File: src/rtl/spawn_director_if.sv
// Handshake bundle between the game controller and the spawn director.
// The director takes the slave side; the game controller or bench takes the master side.
interface spawn_director_if;
    logic        start;
    logic        tick;
    logic [3:0]  enemy_count;
    logic [3:0]  kill_count;
    logic        collision;
    logic        spawn;
    logic [5:0]  random_number;
    logic [15:0] score;
    logic [1:0]  lives;
    logic [1:0]  game_state;

    modport master (
        output start, tick, enemy_count, kill_count, collision,
        input  spawn, random_number, score, lives, game_state
    );

    modport slave (
        input  start, tick, enemy_count, kill_count, collision,
        output spawn, random_number, score, lives, game_state
    );
endinterface

File: src/rtl/spawn_director.sv
// Spawn director: game-state FSM, spawn pacing timer, scoring, lives and a free-running LFSR.
// Optional build macro DIFFICULTY_RAMP_EN shortens the spawn period as the score grows.
//
// state  | meaning
// -------+----------------------------------------------------------
// S_IDLE | after reset, waiting for start
// S_PLAY | game running, spawn timer paced by tick
// S_HIT  | player was hit, invulnerable until hit_timer expires
// S_OVER | no lives left, waiting for start
module spawn_director #(
    parameter logic [15:0] LFSR_SEED        = 16'hACE1,
    parameter logic [7:0]  SPAWN_PERIOD_MAX = 8'd120,
    parameter logic [7:0]  SPAWN_PERIOD_MIN = 8'd20,
    parameter logic [1:0]  LIVES_INIT       = 2'd3,
    parameter logic [7:0]  HIT_FRAMES       = 8'd90
) (
    input  logic               clk,
    input  logic               rst,
    spawn_director_if.slave    bus
);

    typedef enum logic [1:0] {
        S_IDLE = 2'd0,
        S_PLAY = 2'd1,
        S_HIT  = 2'd2,
        S_OVER = 2'd3
    } state_t;

    state_t      state, state_nxt;
    logic [15:0] lfsr, lfsr_nxt;
    logic [15:0] score, score_nxt;
    logic [1:0]  lives, lives_nxt;
    logic [7:0]  period, period_nxt;
    logic [7:0]  spawn_timer, spawn_timer_nxt;
    logic [7:0]  hit_timer, hit_timer_nxt;
    logic        spawn_r, spawn_nxt;
    logic [16:0] score_sum;
    logic [15:0] score_add;

    always_ff @(posedge clk) begin
        if (rst) begin
            state       <= S_IDLE;
            lfsr        <= LFSR_SEED;
            score       <= 16'd0;
            lives       <= 2'd0;
            period      <= SPAWN_PERIOD_MAX;
            spawn_timer <= 8'd0;
            hit_timer   <= 8'd0;
            spawn_r     <= 1'b0;
        end else begin
            state       <= state_nxt;
            lfsr        <= lfsr_nxt;
            score       <= score_nxt;
            lives       <= lives_nxt;
            period      <= period_nxt;
            spawn_timer <= spawn_timer_nxt;
            hit_timer   <= hit_timer_nxt;
            spawn_r     <= spawn_nxt;
        end
    end

    // Galois shift right; taps never clear a nonzero register, so it cannot lock at zero.
    always_comb begin
        lfsr_nxt = {1'b0, lfsr[15:1]};
        if (lfsr[0]) begin
            lfsr_nxt = {1'b0, lfsr[15:1]} ^ 16'hB400;
        end
    end

    always_comb begin
        score_sum = {1'b0, score} + {13'd0, bus.kill_count};
        score_add = score_sum[16] ? 16'hFFFF : score_sum[15:0];
    end

    always_comb begin
        state_nxt       = state;
        score_nxt       = score;
        lives_nxt       = lives;
        period_nxt      = period;
        spawn_timer_nxt = spawn_timer;
        hit_timer_nxt   = hit_timer;
        spawn_nxt       = 1'b0;

        case (state)
            S_IDLE, S_OVER: begin
                if (bus.start) begin
                    score_nxt       = 16'd0;
                    lives_nxt       = LIVES_INIT;
                    period_nxt      = SPAWN_PERIOD_MAX;
                    spawn_timer_nxt = SPAWN_PERIOD_MAX;
                    state_nxt       = S_PLAY;
                end
            end
            S_PLAY: begin
                score_nxt = score_add;
                // A collision wins over a due spawn; the timer is reloaded on return to play.
                if (bus.collision) begin
                    if (lives <= 2'd1) begin
                        lives_nxt = 2'd0;
                        state_nxt = S_OVER;
                    end else begin
                        lives_nxt     = lives - 2'd1;
                        hit_timer_nxt = HIT_FRAMES;
                        state_nxt     = S_HIT;
                    end
                end else if (bus.tick) begin
                    if (spawn_timer != 8'd0) begin
                        spawn_timer_nxt = spawn_timer - 8'd1;
                    end else if (bus.enemy_count < 4'd8) begin
                        spawn_nxt       = 1'b1;
                        spawn_timer_nxt = period;
                    end
                end
            end
            S_HIT: begin
                score_nxt = score_add;
                if (bus.tick) begin
                    if (hit_timer == 8'd0) begin
                        spawn_timer_nxt = period;
                        state_nxt       = S_PLAY;
                    end else begin
                        hit_timer_nxt = hit_timer - 8'd1;
                    end
                end
            end
            default: begin
                state_nxt = S_IDLE;
            end
        endcase

`ifdef DIFFICULTY_RAMP_EN
        // Every 16 points shortens the period; reloads pick up the registered value.
        if (score_nxt[15:4] > score[15:4]) begin
            if ({1'b0, period} >= ({1'b0, SPAWN_PERIOD_MIN} + 9'd4)) begin
                period_nxt = period - 8'd4;
            end else begin
                period_nxt = SPAWN_PERIOD_MIN;
            end
        end
`endif
    end

    assign bus.spawn         = spawn_r;
    assign bus.random_number = lfsr[5:0];
    assign bus.score         = score;
    assign bus.lives         = lives;
    assign bus.game_state    = state;

endmodule

File: src/flat_wrapper.sv
// flat-port wrapper written by rule: the top's interface ports become plain ports
module spawn_director_flat 
#(
    parameter logic [15:0] LFSR_SEED        = 16'hACE1,
    parameter logic [7:0]  SPAWN_PERIOD_MAX = 8'd120,
    parameter logic [7:0]  SPAWN_PERIOD_MIN = 8'd20,
    parameter logic [1:0]  LIVES_INIT       = 2'd3,
    parameter logic [7:0]  HIT_FRAMES       = 8'd90
)
  (clk, rst, bus_start, bus_tick, bus_enemy_count, bus_kill_count, bus_collision, bus_spawn, bus_random_number, bus_score, bus_lives, bus_game_state);
  spawn_director_if bus_i ();
  input  logic clk;
  input  logic rst;
  input wire logic [$bits(bus_i.start)-1:0] bus_start;
  input wire logic [$bits(bus_i.tick)-1:0] bus_tick;
  input wire logic [$bits(bus_i.enemy_count)-1:0] bus_enemy_count;
  input wire logic [$bits(bus_i.kill_count)-1:0] bus_kill_count;
  input wire logic [$bits(bus_i.collision)-1:0] bus_collision;
  output wire logic [$bits(bus_i.spawn)-1:0] bus_spawn;
  output wire logic [$bits(bus_i.random_number)-1:0] bus_random_number;
  output wire logic [$bits(bus_i.score)-1:0] bus_score;
  output wire logic [$bits(bus_i.lives)-1:0] bus_lives;
  output wire logic [$bits(bus_i.game_state)-1:0] bus_game_state;
  assign bus_i.start = bus_start;
  assign bus_i.tick = bus_tick;
  assign bus_i.enemy_count = bus_enemy_count;
  assign bus_i.kill_count = bus_kill_count;
  assign bus_i.collision = bus_collision;
  assign bus_spawn = bus_i.spawn;
  assign bus_random_number = bus_i.random_number;
  assign bus_score = bus_i.score;
  assign bus_lives = bus_i.lives;
  assign bus_game_state = bus_i.game_state;
  spawn_director #(.LFSR_SEED(LFSR_SEED), .SPAWN_PERIOD_MAX(SPAWN_PERIOD_MAX), .SPAWN_PERIOD_MIN(SPAWN_PERIOD_MIN), .LIVES_INIT(LIVES_INIT), .HIT_FRAMES(HIT_FRAMES)) u_core (.clk(clk), .rst(rst), .bus(bus_i));
endmodule
File: config.mk
export PLATFORM = sky130hd
export DESIGN_NAME = spawn_director_flat
export DESIGN_NICKNAME = d
export VERILOG_FILES = /design/src/rtl/spawn_director_if.sv /design/src/rtl/spawn_director.sv /design/src/flat_wrapper.sv
export SDC_FILE = /design/constraint.sdc
export NUM_CORES = 1
export LEC_CHECK = 0
export ABC_AREA = 1
export BUFFER_PORTS_ARGS = -buffer_cell sky130_fd_sc_hd__buf_2
export CAP_MARGIN = 30
export CORE_ASPECT_RATIO = 0.7
export CORE_MARGIN = 2
export CORE_UTILIZATION = 55
export DETAILED_ROUTE_END_ITERATION = 12
export PLACE_DENSITY_LB_ADDON = 0.15
export SKIP_CTS_REPAIR_TIMING = 1
export SYNTH_ARGS = -nofsm -noshare
export SYNTH_HDL_FRONTEND = slang
export SYNTH_SLANG_ARGS = --single-unit
File: constraint.sdc
create_clock -name clk -period 2.8 [get_ports clk]
set_clock_uncertainty 0.15 [all_clocks]
set_input_delay 0.14 -clock clk [delete_from_list [all_inputs] [get_ports clk]]
set_output_delay 0.14 -clock clk [all_outputs]
set_load 0.005 [all_outputs]
After elaboration in Yosys (flattened, before gate mapping) --
Cells that the tools add are included.
Word-level totals: register bits 53, input bits 13, output and inout port bits 27, word-level logic and storage cells 68
Cells by class: add/subtract/negate cells 4, order comparisons 2, equality and inequality tests 12, mux-type cells 28, bitwise gates (word level) 3, reductions and logical operators 12
Operators by type and width (count):
- $mux 8 | 11
- $mux 16 | 3
- $pmux 16 s2 | 1
- $pmux 8 s3 | 1
- $add 16x4->17 | 1
- $pmux 8 s2 | 1
- $sub 8x1->8 const B | 2
- $mux 2 | 7
- $ne 2x2->1 const B | 7
- $logic_not 8->1 | 1
- $reduce_bool 8->1 | 1
- $pmux 2 s3 | 1
- $reduce_and 6->1 | 1
- $reduce_and 5->1 | 1
- $reduce_or 5->1 | 1
- $eq 2x2->1 const B | 2
- $lt 4x4->1 const B | 1
- $not 3->4 | 1
- $pmux 2 s2 | 1
- $reduce_and 4->1 | 1
- $reduce_bool 2->1 | 2
- $reduce_or 2->1 | 2
- $ne 3x1->1 const B | 1
- $reduce_and 3->1 | 1
- 7 further kinds | 9

Longest topological paths before layout --
depth after elaboration 6, depth in mapped cells 12, gate-level depth less buffers 11

Worst setup path before layout --
No wires, ideal clock.
path kind register to register, start reg u_core.score[0] (netlist: u_core.bus.score[0]), end reg u_core.score[13] (netlist: u_core.bus.score[13]), library setup time 132 ps, data arrival time 1552 ps, required time 2518 ps, path slack 966 ps, cell stages (with the launch flop) 11, buffers on the path 0, clock period less this slack 1834 ps, path through dfxtp_1 ha_1 fa_1 nand3_1 nand2_1 nand2_2 nor2_4 nand2_1 nand3_1 nand2_1 a21oi_1
Between the ends: longest elaborated chain between the ends 3
RTL lines:
- start: declaration | line spawn_director.sv:31 | logic [15:0] score, score_nxt;
- start signal: assignment | line spawn_director.sv:53 | score <= score_nxt;
- $add 16x4->17 | line spawn_director.sv:71 | score_sum = {1'b0, score} + {13'd0, bus.kill_count};
- $mux 16 | line spawn_director.sv:72 | score_add = score_sum[16] ? 16'hFFFF : score_sum[15:0];
- $pmux 16 s2 | line spawn_director.sv:84 | case (state)
No other way between the ends. A chain may end at the register's enable or synchronous reset.

Final worst setup path --
start reg u_core.state[1] (netlist: u_core.bus.game_state[1]), end reg u_core.hit_timer[2]
Between the ends: longest elaborated chain between the ends 3, elaborated cells on any way between the ends 9, classes of those cells eq/ne (6); mux (1); reduce/logical (2)
RTL lines:
- start: declaration | line spawn_director.sv:29 | state_t state, state_nxt;
- start signal: assignment | line spawn_director.sv:51 | state <= state_nxt;
- $eq 2x2->1 or $eq 2x1->1 (tied branches) | line spawn_director.sv:84
- $ne 2x2->1 (no line) or $reduce_bool 2->1 (tied branches)
- $reduce_and 5->1 (no line)
- end signal: assignment | line spawn_director.sv:57 | hit_timer <= hit_timer_nxt;
- end: declaration | line spawn_director.sv:35 | logic [7:0] hit_timer, hit_timer_nxt;
Several ways; a longest one is shown, not always the timed one.

==> run metrics <==
status=complete, no violations; CTS buffer count=5; Worst EP arrival=roughly 2.2 ns; r2r endpoint=u_core.hit_timer[2]$_SDFFE_PP0P_; Final period util=0.7619; WL per Instance=around 12 µm; Leak=approximately 1.5 nW; Avg Inst Size Synth=roughly 7.0 µm²; Worst-path clk slew=approximately 0.10 ns; Max stage delay cell, worst path=ha_1; total power=~2.1 mW; synthesized net count=between 400 and 500; Synth-to-Final Area Change=11.89%; DP HPWL=4.503 mm; yosys warns=0; residual DRC count=0; setup_tns=0 ns; Worst-Skew Late Latency=around 0.31 ns; die area=between 5000 and 6000 µm²; synthesized area=about 2900 µm²; RSZ-0062 raised after global routing=no; average vias per placed instance=roughly 5.2; Starting Density=0.5847; H-tree levels=2; critical path's largest stage delay=~0.45 ns; Max-slew headroom=0.6698; hold-critical path endpoint=u_core.bus.score[0]$_SDFFE_PP0N_; Critical path origin=u_core.bus.game_state[1]$_SDFFE_PP0P_; DRT iter0 DRCs=around 120; CTS tree=done; I/O Pins=40; Final Hold Vio Count=0; PwrDens=644.3 nW/µm²; most frequent cells in the layout=nand2_1 (103), dfxtp_1 (53), inv_1 (51); commonest non-fill, non-tap cell in the layout=nand2_1; Worst EP required=just under 3 ns; Via Count=roughly 2,700; endpoints failing setup=0; die width=around 90 µm; drt total wl=between 6 and 7 mm; Port Buffers=36; Slew @ Worst Pin=around 0.50 ns; GRT Util Overall=0.2204; worst-path fanout max=12; Reg2Reg Launch Point=u_core.bus.game_state[1]$_SDFFE_PP0P_; met3 WL=between 400 and 500 µm; Critical Path End Type=flip-flop; Worst Path Buf+Inv=3; n_diodes=0; first-pass GRT wire length=between 10 and 15 mm; CP Launch Type=flip-flop; max cap viols=0; min Tclk post-route=2.133 ns; global route total overflow=0; worst r2r path cells=10; chip height=between 60 and 70 µm; VDD IR max=~0.38 mV; Slew Limit Fails=0; Met2 Wirelength=2.600 mm; FP Rows=21; hold_ws=approximately 0.090 ns; hold_sp=bus_kill_count[0]; Worst R2R Setup Slack=about 0.67 ns; clk sinks=between 50 and 60; cell family contributing the most delay on the critical path=simple AND/OR/NAND/NOR gates; Syn Inst Count=approximately 410; Yosys cell types=34; clk root buf=clkbuf_8; most used cell, CP=inv_1; number of global-route vias before repair=roughly 2,300; hold depth=4; share of cells above drive strength 1=0.1763; sequential area share after synthesis=0.3693; fmax=approximately 470 MHz; Clock Tree Buf Depth=2; initial antenna violation count=0; Tightest Hold Check Type=input port to flip-flop; DRT met1 WL=3.069 mm; Top Metal Used=met4; Worst Path Class, Setup=flip-flop to flip-flop; #FFs+latches synth=53; iteration count of the initial detailed-routing pass=4; Final Wtd Congestion=about 0.87; crit path cell chain=inv_1, ha_1, inv_1, nor2_1, nor3_4, nand2_4, clkinv_2, nand2_1, o21ai_0, a21oi_1; Core Box Area=4913 µm²; Routed Antenna Nets=0; fin nets=about 470; largest net degree at the start of global routing=28
-- power breakdown --
group,internal (mW),switching (mW),total [mW]
clock network,0.268,0.263,0.531
logic,0.241,0.412,0.653
registers,0.830,0.0572,0.887
-- worst max-delay path by stage --
stage / to / depth (start not counted)
after detailed placement: u_core.hit_timer[2]$_SDFFE_PP0P_ / 10
after global placement: u_core.hit_timer[2]$_SDFFE_PP0P_ / 10
final: u_core.hit_timer[2]$_SDFFE_PP0P_ / 10
after global routing: u_core.hit_timer[2]$_SDFFE_PP0P_ / 10
after CTS: u_core.hit_timer[2]$_SDFFE_PP0P_ / 10
after floorplan: u_core.bus.score[13]$_SDFFE_PP0N_ / 10
-- final cells by class --
class | instances | area (µm²)
Clock buffer | 5 | 68.82
Clock inverter | 3 | 43.79
Fill cell | 478 | 1699
Inverter | 55 | 207.7
Multi-Input combinational cell | 290 | 1514
Sequential cell | 53 | 1061
Tap cell | 69 | 86.33
Timing Repair Buffer | 42 | 232.7
-- registers in the layout (all words and copies together) (netlist names) --
register	count
u_core.hit_timer	8
u_core.lfsr	16
u_core.bus.score	16
u_core.bus.game_state	2
u_core.bus.spawn	1
u_core.spawn_timer	8
u_core.bus.lives	2
-- worst min-delay path, cell delays in order --
cell and delay (ns):
buf_2 0.08, ha_1 0.11, nand2_1 0.05, a31oi_1 0.14
-- cells by family (layout without fill, tap and decap cells) --
| family | after synthesis | count (layout) | share of synthesized area |
|---|---|---|---|
| AO/OA/AOI/OAI | 60 | 60 | 0.1119 |
| XOR/XNOR | 5 | 5 | 0.01524 |
| adder cells (fa/ha/maj) | 11 | 11 | 0.05052 |
| buffers and inverters | 70 | 105 | 0.1037 |
| flip-flops | 53 | 53 | 0.3693 |
| AND/OR/NAND/NOR | 214 | 214 | 0.3493 |
-- per-layer routing --
metal	GRT usage	vias up
met3	0.04186	7
li1	-	1392
met2	0.3365	76
met5	0	-
met1	0.3209	1213
met4	0.05962	0
-- cell usage after synthesis --
master,count,area share
buf_4,6,0.016
o21ai_0,14,0.024
dfxtp_1,53,0.37
nor2_1,29,0.038
nand3_4,1,0.0061
clkbuf_1,5,0.0065
a21oi_1,32,0.056
ha_1,10,0.044
nor4_1,1,0.0022
buf_2,3,0.0052
nand2_4,2,0.0078
nand2_2,5,0.011
fa_1,1,0.0070
xnor2_1,4,0.012
o21ai_1,3,0.0052
or2_2,9,0.020
a31oi_1,6,0.013
inv_2,3,0.0039
a21oi_2,1,0.0030
nand4_1,10,0.022
nand2_1,103,0.13
inv_1,51,0.067
xor2_1,1,0.0030
buf_6,1,0.0039
nand3b_1,2,0.0052
nor2_4,2,0.0078
nor3_2,1,0.0035
nor2_2,6,0.013
nor3_4,1,0.0057
nand3_1,38,0.066
clkinv_2,1,0.0017
nor3_1,4,0.0070
o211ai_1,3,0.0078
a22oi_1,1,0.0026
-- through the flow --
stage	setup slack [ns]	utilization	std cells	instance area (µm²)
2_1_floorplan	0.9662	-	413	2873
3_3_place_gp	0.7193	0.6252	506	3072
3_5_place_dp	0.7153	0.6252	506	3072
4_1_cts	0.6834	0.6481	514	3184
5_1_grt	0.5266	0.6542	517	3214
6_report	0.6668	0.6542	517	3214
No activity file was read; power rests on OpenSTA's default activity.
